### src/rtl/hazard_pkg.sv
// hazard_pkg: shared ISA constants, Tuse/Tnew encodings, forward selects,
// scoreboard entry types and small match helpers for the hazard controller.
package hazard_pkg;

    // Opcodes
    localparam logic [5:0] OP_RTYPE = 6'h00;
    localparam logic [5:0] OP_J     = 6'h02;
    localparam logic [5:0] OP_JAL   = 6'h03;
    localparam logic [5:0] OP_BEQ   = 6'h04;
    localparam logic [5:0] OP_ORI   = 6'h0d;
    localparam logic [5:0] OP_LUI   = 6'h0f;
    localparam logic [5:0] OP_LW    = 6'h23;
    localparam logic [5:0] OP_SW    = 6'h2b;

    // Funct codes under OP_RTYPE
    localparam logic [5:0] FN_JR    = 6'h08;
    localparam logic [5:0] FN_ADDU  = 6'h21;
    localparam logic [5:0] FN_SUBU  = 6'h23;

    // Tuse: cycles after D until the operand is consumed; NONE = not read
    localparam logic [1:0] TUSE_0    = 2'd0;
    localparam logic [1:0] TUSE_1    = 2'd1;
    localparam logic [1:0] TUSE_2    = 2'd2;
    localparam logic [1:0] TUSE_NONE = 2'd3;

    // Tnew: cycles after E until the result exists in the pipeline
    localparam logic [1:0] TNEW_0 = 2'd0;
    localparam logic [1:0] TNEW_1 = 2'd1;
    localparam logic [1:0] TNEW_2 = 2'd2;

    localparam logic [4:0] REG_ZERO = 5'd0;
    localparam logic [4:0] REG_RA   = 5'd31;

    // Forward-mux select encoding
    typedef enum logic [1:0] {
        FWD_RF = 2'd0,
        FWD_E  = 2'd1,
        FWD_M  = 2'd2,
        FWD_W  = 2'd3
    } fwd_sel_t;

    // One scoreboard stage
    typedef struct packed {
        logic [4:0] rs;
        logic [4:0] rt;
        logic [4:0] a3;
        logic [1:0] tnew;
    } sb_entry_t;

    // Decoded view of the D instruction
    typedef struct packed {
        logic [1:0] tuse_rs;
        logic [1:0] tuse_rt;
        logic [4:0] a3;
        logic [1:0] tnew;
    } dec_t;

    function automatic logic src_used(input logic [1:0] tuse);
        return tuse != TUSE_NONE;
    endfunction

    // Stage writes the source register ($0 never counts)
    function automatic logic dep_hit(input sb_entry_t ent, input logic [4:0] src);
        return (src != REG_ZERO) && (ent.a3 == src);
    endfunction

    // Result will not be ready by the time the consumer needs it
    function automatic logic late_hit(input sb_entry_t ent, input logic [4:0] src,
                                      input logic [1:0] tuse);
        return src_used(tuse) && dep_hit(ent, src) && (ent.tnew > tuse);
    endfunction

    // Stage holds the final value of the source register right now
    function automatic logic fwd_ready(input sb_entry_t ent, input logic [4:0] src);
        return dep_hit(ent, src) && (ent.tnew == TNEW_0);
    endfunction

    // Tnew one stage further down, saturating at zero
    function automatic logic [1:0] tnew_step(input logic [1:0] t);
        return (t == TNEW_0) ? TNEW_0 : t - 2'd1;
    endfunction

endpackage

### src/rtl/hazard_ctrl_if.sv
// hazard_ctrl_if: D-stage instruction fields in, stall/forward selects out.
// master = pipeline datapath side, slave = hazard controller.
interface hazard_ctrl_if;
    logic [5:0] op_d;
    logic [5:0] func_d;
    logic [4:0] rs_d;
    logic [4:0] rt_d;
    logic [4:0] rd_d;
    logic       stall;
    logic [1:0] fwd_rs_d;
    logic [1:0] fwd_rt_d;
    logic [1:0] fwd_rs_e;
    logic [1:0] fwd_rt_e;
    logic [1:0] fwd_rt_m;
    logic [4:0] a3_w;
    logic [1:0] tnew_e;

    modport master (
        output op_d, func_d, rs_d, rt_d, rd_d,
        input  stall, fwd_rs_d, fwd_rt_d, fwd_rs_e, fwd_rt_e, fwd_rt_m, a3_w, tnew_e
    );

    modport slave (
        input  op_d, func_d, rs_d, rt_d, rd_d,
        output stall, fwd_rs_d, fwd_rt_d, fwd_rs_e, fwd_rt_e, fwd_rt_m, a3_w, tnew_e
    );
endinterface

### src/rtl/hz_decode.sv
// hz_decode: combinational D-stage decode into per-operand Tuse,
// destination register and initial Tnew. rs is not needed here: it never
// names a destination.
module hz_decode
    import hazard_pkg::*;
(
    input  logic [5:0] op_i,
    input  logic [5:0] func_i,
    input  logic [4:0] rt_i,
    input  logic [4:0] rd_i,
    output dec_t       dec_o
);

    // Instruction table; anything unrecognised reads nothing and writes nothing
    always_comb begin
        dec_o.tuse_rs = TUSE_NONE;
        dec_o.tuse_rt = TUSE_NONE;
        dec_o.a3      = REG_ZERO;
        dec_o.tnew    = TNEW_0;
        case (op_i)
            OP_RTYPE: begin
                case (func_i)
                    FN_ADDU, FN_SUBU: begin
                        dec_o.tuse_rs = TUSE_1;
                        dec_o.tuse_rt = TUSE_1;
                        dec_o.a3      = rd_i;
                        dec_o.tnew    = TNEW_1;
                    end
                    FN_JR: begin
                        dec_o.tuse_rs = TUSE_0;
                    end
                    default: ;
                endcase
            end
            OP_ORI: begin
                dec_o.tuse_rs = TUSE_1;
                dec_o.a3      = rt_i;
                dec_o.tnew    = TNEW_1;
            end
            OP_LUI: begin
                dec_o.a3   = rt_i;
                dec_o.tnew = TNEW_1;
            end
            OP_LW: begin
                dec_o.tuse_rs = TUSE_1;
                dec_o.a3      = rt_i;
                dec_o.tnew    = TNEW_2;
            end
            OP_SW: begin
                dec_o.tuse_rs = TUSE_1;
                dec_o.tuse_rt = TUSE_2;
            end
            OP_BEQ: begin
                dec_o.tuse_rs = TUSE_0;
                dec_o.tuse_rt = TUSE_0;
            end
            OP_JAL: begin
                // PC+8 is produced in E, so it is forwardable immediately
                dec_o.a3   = REG_RA;
                dec_o.tnew = TNEW_0;
            end
            default: ;
        endcase
    end

endmodule

### src/rtl/hazard_ctrl.sv
// hazard_ctrl: pipeline hazard controller for the five-stage MIPS core.
// Keeps an E/M/W scoreboard of {rs, rt, a3, tnew} and derives the global
// stall plus all forward selects combinationally from it and the D fields.
// Build option HAZARD_FWD_EN: defined = full forwarding with Tnew/Tuse
// stalls; undefined = no forwarding, stall on any E/M/W producer match.
module hazard_ctrl
    import hazard_pkg::*;
(
    input  logic         clk,
    input  logic         reset,
    hazard_ctrl_if.slave hz
);

    dec_t      dec_d;
    sb_entry_t sb_e_q, sb_m_q, sb_w_q;
    sb_entry_t sb_e_d, sb_m_d, sb_w_d;
    logic      stall_c;

    hz_decode u_dec (
        .op_i   (hz.op_d),
        .func_i (hz.func_d),
        .rt_i   (hz.rt_d),
        .rd_i   (hz.rd_d),
        .dec_o  (dec_d)
    );

    // Stall decision for the instruction sitting in D
    always_comb begin
        stall_c = 1'b0;
`ifdef HAZARD_FWD_EN
        // W always has tnew 0, so only E and M can be late
        stall_c = late_hit(sb_e_q, hz.rs_d, dec_d.tuse_rs)
                | late_hit(sb_m_q, hz.rs_d, dec_d.tuse_rs)
                | late_hit(sb_e_q, hz.rt_d, dec_d.tuse_rt)
                | late_hit(sb_m_q, hz.rt_d, dec_d.tuse_rt);
`else
        // No bypass network: wait until the producer has left W, since the
        // register file write only lands at the end of the W cycle
        stall_c = (src_used(dec_d.tuse_rs) &&
                   (dep_hit(sb_e_q, hz.rs_d) || dep_hit(sb_m_q, hz.rs_d) ||
                    dep_hit(sb_w_q, hz.rs_d)))
                | (src_used(dec_d.tuse_rt) &&
                   (dep_hit(sb_e_q, hz.rt_d) || dep_hit(sb_m_q, hz.rt_d) ||
                    dep_hit(sb_w_q, hz.rt_d)));
`endif
    end

    assign hz.stall = stall_c;

    // Forward selects: nearest stage whose result is already final wins
    always_comb begin
        hz.fwd_rs_d = FWD_RF;
        hz.fwd_rt_d = FWD_RF;
        hz.fwd_rs_e = FWD_RF;
        hz.fwd_rt_e = FWD_RF;
        hz.fwd_rt_m = FWD_RF;
`ifdef HAZARD_FWD_EN
        hz.fwd_rs_d = fwd_ready(sb_e_q, hz.rs_d) ? FWD_E :
                      fwd_ready(sb_m_q, hz.rs_d) ? FWD_M :
                      fwd_ready(sb_w_q, hz.rs_d) ? FWD_W : FWD_RF;
        hz.fwd_rt_d = fwd_ready(sb_e_q, hz.rt_d) ? FWD_E :
                      fwd_ready(sb_m_q, hz.rt_d) ? FWD_M :
                      fwd_ready(sb_w_q, hz.rt_d) ? FWD_W : FWD_RF;
        hz.fwd_rs_e = fwd_ready(sb_m_q, sb_e_q.rs) ? FWD_M :
                      fwd_ready(sb_w_q, sb_e_q.rs) ? FWD_W : FWD_RF;
        hz.fwd_rt_e = fwd_ready(sb_m_q, sb_e_q.rt) ? FWD_M :
                      fwd_ready(sb_w_q, sb_e_q.rt) ? FWD_W : FWD_RF;
        hz.fwd_rt_m = fwd_ready(sb_w_q, sb_m_q.rt) ? FWD_W : FWD_RF;
`endif
    end

    // Next scoreboard contents: a bubble enters E while D is held
    always_comb begin
        sb_e_d = stall_c ? '0 : '{rs: hz.rs_d, rt: hz.rt_d, a3: dec_d.a3, tnew: dec_d.tnew};
        sb_m_d      = sb_e_q;
        sb_m_d.tnew = tnew_step(sb_e_q.tnew);
        sb_w_d      = sb_m_q;
        sb_w_d.tnew = tnew_step(sb_m_q.tnew);
    end

    // Scoreboard advances every cycle, stalled or not
    always_ff @(posedge clk or posedge reset) begin
        if (reset) begin
            sb_e_q <= '0;
            sb_m_q <= '0;
            sb_w_q <= '0;
        end else begin
            sb_e_q <= sb_e_d;
            sb_m_q <= sb_m_d;
            sb_w_q <= sb_w_d;
        end
    end

    assign hz.a3_w   = sb_w_q.a3;
    assign hz.tnew_e = sb_e_q.tnew;

    // Source fields that not every build variant consumes
    logic unused_sb;
    assign unused_sb = ^{sb_e_q.rs, sb_e_q.rt, sb_m_q.rs, sb_m_q.rt,
                         sb_w_q.rs, sb_w_q.rt, sb_w_q.tnew};

endmodule
### src/flat_wrapper.sv
// flat-port wrapper written by rule: the top's interface ports become plain ports
module hazard_ctrl_flat import hazard_pkg::*;
  (clk, reset, hz_op_d, hz_func_d, hz_rs_d, hz_rt_d, hz_rd_d, hz_stall, hz_fwd_rs_d, hz_fwd_rt_d, hz_fwd_rs_e, hz_fwd_rt_e, hz_fwd_rt_m, hz_a3_w, hz_tnew_e);
  hazard_ctrl_if hz_i ();
  input  logic clk;
  input  logic reset;
  input wire logic [$bits(hz_i.op_d)-1:0] hz_op_d;
  input wire logic [$bits(hz_i.func_d)-1:0] hz_func_d;
  input wire logic [$bits(hz_i.rs_d)-1:0] hz_rs_d;
  input wire logic [$bits(hz_i.rt_d)-1:0] hz_rt_d;
  input wire logic [$bits(hz_i.rd_d)-1:0] hz_rd_d;
  output wire logic [$bits(hz_i.stall)-1:0] hz_stall;
  output wire logic [$bits(hz_i.fwd_rs_d)-1:0] hz_fwd_rs_d;
  output wire logic [$bits(hz_i.fwd_rt_d)-1:0] hz_fwd_rt_d;
  output wire logic [$bits(hz_i.fwd_rs_e)-1:0] hz_fwd_rs_e;
  output wire logic [$bits(hz_i.fwd_rt_e)-1:0] hz_fwd_rt_e;
  output wire logic [$bits(hz_i.fwd_rt_m)-1:0] hz_fwd_rt_m;
  output wire logic [$bits(hz_i.a3_w)-1:0] hz_a3_w;
  output wire logic [$bits(hz_i.tnew_e)-1:0] hz_tnew_e;
  assign hz_i.op_d = hz_op_d;
  assign hz_i.func_d = hz_func_d;
  assign hz_i.rs_d = hz_rs_d;
  assign hz_i.rt_d = hz_rt_d;
  assign hz_i.rd_d = hz_rd_d;
  assign hz_stall = hz_i.stall;
  assign hz_fwd_rs_d = hz_i.fwd_rs_d;
  assign hz_fwd_rt_d = hz_i.fwd_rt_d;
  assign hz_fwd_rs_e = hz_i.fwd_rs_e;
  assign hz_fwd_rt_e = hz_i.fwd_rt_e;
  assign hz_fwd_rt_m = hz_i.fwd_rt_m;
  assign hz_a3_w = hz_i.a3_w;
  assign hz_tnew_e = hz_i.tnew_e;
  hazard_ctrl u_core (.clk(clk), .reset(reset), .hz(hz_i));
endmodule
### config.mk
export PLATFORM = sky130hd
export DESIGN_NAME = hazard_ctrl_flat
export DESIGN_NICKNAME = d
export VERILOG_FILES = /design/src/rtl/hazard_pkg.sv /design/src/rtl/hazard_ctrl_if.sv /design/src/rtl/hz_decode.sv /design/src/rtl/hazard_ctrl.sv /design/src/flat_wrapper.sv
export SDC_FILE = /design/constraint.sdc
export NUM_CORES = 1
export LEC_CHECK = 0
export ABC_AREA = 1
export CAP_MARGIN = 20
export CORE_UTILIZATION = 35
export DETAILED_ROUTE_END_ITERATION = 8
export PLACE_DENSITY = 0.68
export SKIP_CTS_REPAIR_TIMING = 1
export SYNTH_ARGS = -nofsm -noshare
export SYNTH_HDL_FRONTEND = slang
export SYNTH_SLANG_ARGS = --single-unit
### constraint.sdc
create_clock -name clk -period 1 [get_ports clk]
set_input_delay 0.15 -clock clk [delete_from_list [all_inputs] [get_ports clk]]
set_output_delay 0.15 -clock clk [all_outputs]
set_load 0.02 [all_outputs]
==> metrics.csv, run 1 <==
metric,value,unit
status,finished with violations,
failing checks,negative setup slack,
placeable core region,3440,um2
power density over the cells,847,nW/um2
proportion of power drawn by the clock network,0.305,
fraction of layout instances using a drive strength above 1,0.248,
buffer levels on the longest clock path,2,
vertical die dimension,62.8,um
"top library cells by usage in the layout, fill and taps aside","37 x nand2_1, 25 x nor2_1, 22 x inv_1, 19 x dlymetal6s2s_1, 18 x xor2_1",
quantity of I/O buffers inserted on ports,36,
"leading cell type in the layout, fill and taps excluded",nand2_1,
PnR Total Power,1.63,mW
Final Instance Area,1920,um2
Sw Pwr,0.444,mW
clock-pin transition on the worst setup and hold timing paths,60,ps
synthesized flop and latch total,17,
number of CTS-inserted buffers,3,
count of cell types in the netlist,20,
Area Growth Syn to Fin,48.5,%
Flop pwr share,0.444,
Final Max Tran Viols,0,
detailed placement HPWL,2.16,mm
number of H-tree levels,1,
Inst Count DP,274,
Post-layout nets,264,
total die area,3940,um2
Leakage,1.14,nW
Setup Viol. Count Final,8,
total wire length,2.75,mm
setup slack at placement,-1170,ps
drt first-iter violations,14,
total clock sinks,17,
clock root cell,clkbuf_8,
GPL Wtd Cong,0.774,
type of element launching the critical path,register,
routed via count,1203,
top-level port count,47,
Inserted Diodes,0,
switching share of power,0.273,
maximum achievable frequency,641,MHz
class of the tightest hold or removal check,in2async,
"Period Utilization, post-route",1.56,
worst hold-check slack,205,ps
pin count of the biggest net entering global routing,18,
initial antenna violation count,0,
"Hold Violations, Final",0,
Post-DRT Antenna Nets,0,
clock latency on the worst-skew pair,250,ps
Crit Path Category,reg2out,
detail-routed via count per cell,4.30,
critical path data arrival time,1410,ps
Final Non-Filler Cells,280,
WL per Instance,9.81,um
"Warnings, synthesis",0,
sequential area share after synthesis,0.329,
clock period minus final worst setup slack,1560,ps
Area after DPL,1740,um2
number of standard cells after synthesis,187,
setup repair after global routing missed its margin,yes,
Max rail drop VDD,0.000284,V
critical path data required time,850,ps
Congestion Overflow GR,0,
average cell area after synthesis,6.92,um2
cell row count,21,
Initial Util,0.376,
wire length of the first global-routing pass,4.59,mm
number of optimization iterations in the first detailed-route pass,4,
clock tree from TritonCTS,done,
Global Route Usage Sum,0.147,
Max Cap Viol,0,
die span in x,62.8,um
combined area of all synthesized cells,1290,um2
combinational cell fraction of total power,0.251,
post-route setup slack,-560,ps
drt drc,0,
Int Pwr,1.18,mW
vias in the first global route,1131,
largest fanout on the critical path,4,
Layout Skew,4.85,ps
CP endpoint kind,primary output,
critical path, stage by stage (launching register included):
cell and delay, ps:
dfrtp_2 440, xor2_1 160, nor2_1 120, nand3_1 110
nand3_2 80, nand2_2 60, nand2_4 80, buf_6 110
power by group through the flow:
stage               clock network, mW  logic [mW]  registers (mW)
floorplan                           0       0.223           0.737
global placement                    0       0.394           0.734
detailed placement                  0       0.397           0.734
CTS                             0.526       0.399           0.721
global route                    0.551       0.454           0.724
finish                          0.496       0.409           0.723
cells by family (layout without fill, tap and decap cells):
kind of cell / count (synthesis) / after routing / synth area share
AOI/OAI and AO/OA: 8 / 8 / 0.0338
xor gates and xnor gates: 22 / 22 / 0.149
buffers and inverters: 38 / 76 / 0.147
DFF: 17 / 17 / 0.329
other: 1 / 10 / 0.00290
and+or+nand+nor: 101 / 101 / 0.338
layout make-up:
type | instances | area, um2
fillers | 337 | 1520
multi-input cells | 141 | 776
repair buffers | 48 | 523
flip-flops and latches | 17 | 430
inverters | 24 | 90.1
well taps | 46 | 57.6
clock buffers | 4 | 45.0
path summary, 6_finish.rpt:
| kind | startpoint | endpoint | slack, ps | depth (start not counted) |
|---|---|---|---|---|
| max reg2reg | u_core.hz.a3_w[4]$_DFF_PP0_ | u_core.sb_e_q[2]$_DFF_PP0_ | -500 | 10 |
| max in group asynchronous | reset | u_core.hz.a3_w[1]$_DFF_PP0_ | 660 | 3 |
| max | u_core.hz.a3_w[4]$_DFF_PP0_ | hz_stall | -560 | 7 |
| min | reset | u_core.hz.a3_w[2]$_DFF_PP0_ | 200 | 3 |
| min in group clk | hz_op_d[4] | u_core.hz.tnew_e[1]$_DFF_PP0_ | 370 | 5 |
| min reg2reg | u_core.sb_m_q[4]$_DFF_PP0_ | u_core.hz.a3_w[2]$_DFF_PP0_ | 440 | 0 |
metrics by stage:
stage	setup TNS, ps	util
4_1_cts	-7240	0.518
5_1_grt	-5070	0.558
2_1_floorplan	-1680	-
6_report	-4040	0.558
3_5_place_dp	-7110	0.505
3_3_place_gp	-7040	0.505
synthesized netlist by cell type:
| library cell | count | area, um2 |
|---|---|---|
| nand3_2 | 1 | 10.0 |
| o21ai_0 | 6 | 30.0 |
| conb_1 | 1 | 3.75 |
| a21oi_2 | 1 | 8.76 |
| a21oi_1 | 1 | 5.00 |
| nor4_1 | 1 | 6.26 |
| xor2_1 | 18 | 158 |
| nand2_2 | 1 | 6.26 |
| buf_4 | 12 | 90.1 |
| nand2_4 | 1 | 11.3 |
| dfrtp_1 | 17 | 425 |
| nor2_1 | 36 | 135 |
| xnor2_1 | 4 | 35.0 |
| nor2_4 | 1 | 11.3 |
| nor2_2 | 6 | 37.5 |
| inv_1 | 24 | 90.1 |
| nand2_1 | 40 | 150 |
| clkbuf_2 | 2 | 10.0 |
| nand3_1 | 13 | 65.1 |
| nor3_1 | 1 | 5.00 |
state kept, by name (all words and copies together), names as in the netlist:
| register | cells |
|---|---|
| u_core.hz.tnew_e | 2 |
| u_core.sb_e_q | 5 |
| u_core.hz.a3_w | 5 |
| u_core.sb_m_q | 5 |
metal layers:
metal  track usage  routed length (um)  up-vias
met5             0                   0        -
met4        0.0901                  57        0
met3        0.0164                 126        5
met2         0.249                1290       42
met1         0.177                1280      522
li1              -                   -      634
(Power assumes the default switching activity.)
==> inputs of run 2 (changes only) <==
--- a/config.mk
+++ b/config.mk
@@ -8,6 +8,7 @@
 export ABC_AREA = 1
 export CAP_MARGIN = 20
 export CORE_UTILIZATION = 35
+export CTS_CLUSTER_SIZE = 40
 export DETAILED_ROUTE_END_ITERATION = 8
 export PLACE_DENSITY = 0.68
 export SKIP_CTS_REPAIR_TIMING = 1
==> results of run 2 <==
The final DEF is identical to that of run 1; final timing and power are the same.
==> inputs of run 3 (changes only) <==
--- a/config.mk
+++ b/config.mk
@@ -7,6 +7,7 @@
 export LEC_CHECK = 0
 export ABC_AREA = 1
 export CAP_MARGIN = 20
+export CORE_ASPECT_RATIO = 1.4
 export CORE_UTILIZATION = 35
 export CTS_CLUSTER_SIZE = 40
 export DETAILED_ROUTE_END_ITERATION = 8
==> run 3 against run 2 <==
The run still ends with negative setup slack left. Sequential power about the same. Clock skew is 0.78 ps higher. Setup slack lost 29 ps. Combinational power fell by 1%. Global-route usage rose by 0.15 points. Total power is 0.68% higher.
==> metrics.csv, run 3 (synthesis gave the netlist of run 1 again) <==
metric,value,unit
Initial Util,0.376,
"leading cell type in the layout, fill and taps excluded",nand2_1,
clock-pin transition on the worst setup and hold timing paths,70,ps
quantity of I/O buffers inserted on ports,36,
clock latency on the worst-skew pair,260,ps
Final Instance Area,1870,um2
Final Max Tran Viols,0,
clock period minus final worst setup slack,1590,ps
power density over the cells,876,nW/um2
"Period Utilization, post-route",1.59,
total die area,3950,um2
detail-routed via count per cell,4.49,
post-route setup slack,-589,ps
setup slack at placement,-1170,ps
Inst Count DP,269,
Leakage,1.12,nW
vertical die dimension,73.9,um
worst hold-check slack,203,ps
die span in x,53.4,um
Top delay family on crit path,simple AND/OR/NAND/NOR gates,
class of the tightest hold or removal check,in2async,
critical path data required time,850,ps
total clock sinks,17,
initial antenna violation count,0,
Setup Viol. Count Final,8,
fraction of layout instances using a drive strength above 1,0.197,
Global Route Usage Sum,0.148,
Post-DRT Antenna Nets,0,
delay of the slowest cell on the worst path,430,ps
Layout Skew,5.63,ps
Area Growth Syn to Fin,44.6,%
top-level port count,47,
Area after DPL,1740,um2
Post-Route Setup TNS,-3190,ps
"Hold Violations, Final",0,
wire length of the first global-routing pass,4.20,mm
largest fanout on the critical path,4,
status,finished with violations,
pin count of the biggest net entering global routing,18,
CP endpoint kind,primary output,
type of element launching the critical path,register,
setup repair after global routing missed its margin,yes,
Post-layout nets,264,
total wire length,2.76,mm
cell row count,25,
number of optimization iterations in the first detailed-route pass,4,
"top library cells by usage in the layout, fill and taps aside","38 x nand2_1, 34 x nor2_1, 24 x inv_1, 18 x xor2_1, 18 x dlymetal6s2s_1",
detailed placement HPWL,2.22,mm
PnR Total Power,1.64,mW
clock root cell,clkbuf_8,
clock tree from TritonCTS,done,
vias in the first global route,1064,
critical path data arrival time,1440,ps
cell-by-cell listing of the critical path,xor2_1 > nor2_1 > nand3_1 > nand3_2 > nand2_2 > nand2_4 > buf_6,
number of CTS-inserted buffers,3,
fill cell instance count of the final layout,345,
setup slack of the most critical reg-to-reg path,-380,ps
number of H-tree levels,1,
WL per Instance,10.1,um
failing checks,negative setup slack,
Max rail drop VDD,0.000447,V
maximum achievable frequency,629,MHz
number of buffer and inverter stages on the critical path,1,
slowest stage cell on the critical path,dfrtp_2,
Congestion Overflow GR,0,
Max Cap Viol,0,
drt drc,0,
Crit Path Category,reg2out,
fraction of the core area covered by cells at the end of the flow,0.544,
Inserted Diodes,0,
GPL Wtd Cong,0.820,
buffer levels on the longest clock path,2,
Final Non-Filler Cells,274,
routed via count,1230,
drt first-iter violations,31,
placeable core region,3440,um2
[run 3: worst paths after layout]
kind                            cells past startpoint                         from                             to
min in group clk                                    5                   hz_op_d[0]  u_core.hz.tnew_e[0]$_DFF_PP0_
worst min-delay path                                3                        reset     u_core.sb_e_q[4]$_DFF_PP0_
worst max register to register                      8  u_core.hz.a3_w[4]$_DFF_PP0_     u_core.sb_e_q[3]$_DFF_PP0_
worst max-delay path                                7  u_core.hz.a3_w[4]$_DFF_PP0_                       hz_stall
max in group asynchronous                           3                        reset    u_core.hz.a3_w[0]$_DFF_PP0_
worst min register to register                      0   u_core.sb_m_q[3]$_DFF_PP0_    u_core.hz.a3_w[1]$_DFF_PP0_
[run 3: metal layers]
layer	wire [um]	part of all wire	GRT usage	up-vias
met4	73	0.026	0.0965	0
li1	-	-	-	631
met5	0	0	0	-
met2	1510	0.55	0.272	38
met1	1030	0.37	0.152	556
met3	140	0.051	0.0184	5
[run 3: layout make-up]
| cell class | instances | area (um2) | area share |
|---|---|---|---|
| Timing Repair Buffer | 48 | 499 | 0.267 |
| Multi-Input combinational cell | 141 | 756 | 0.404 |
| Inverter | 24 | 90.1 | 0.0482 |
| Tap cell | 40 | 50.0 | 0.0268 |
| Clock buffer | 4 | 45.0 | 0.0241 |
| Sequential cell | 17 | 430 | 0.230 |
[run 3: where the power goes]
part,internal [mW],leakage (nW),switching [mW]
registers,0.704,0.229,0.0166
logic,0.195,0.873,0.210
clock network,0.283,0.0228,0.230
[run 3: worst register-to-register path, stage by stage, from the launching register on]
cell	delay (ps)
dfrtp_2	430
xor2_1	160
nor2_1	130
nand3_1	120
nand3_2	90
nand2_2	70
nand2_4	70
buf_4	150
nor2_1	50
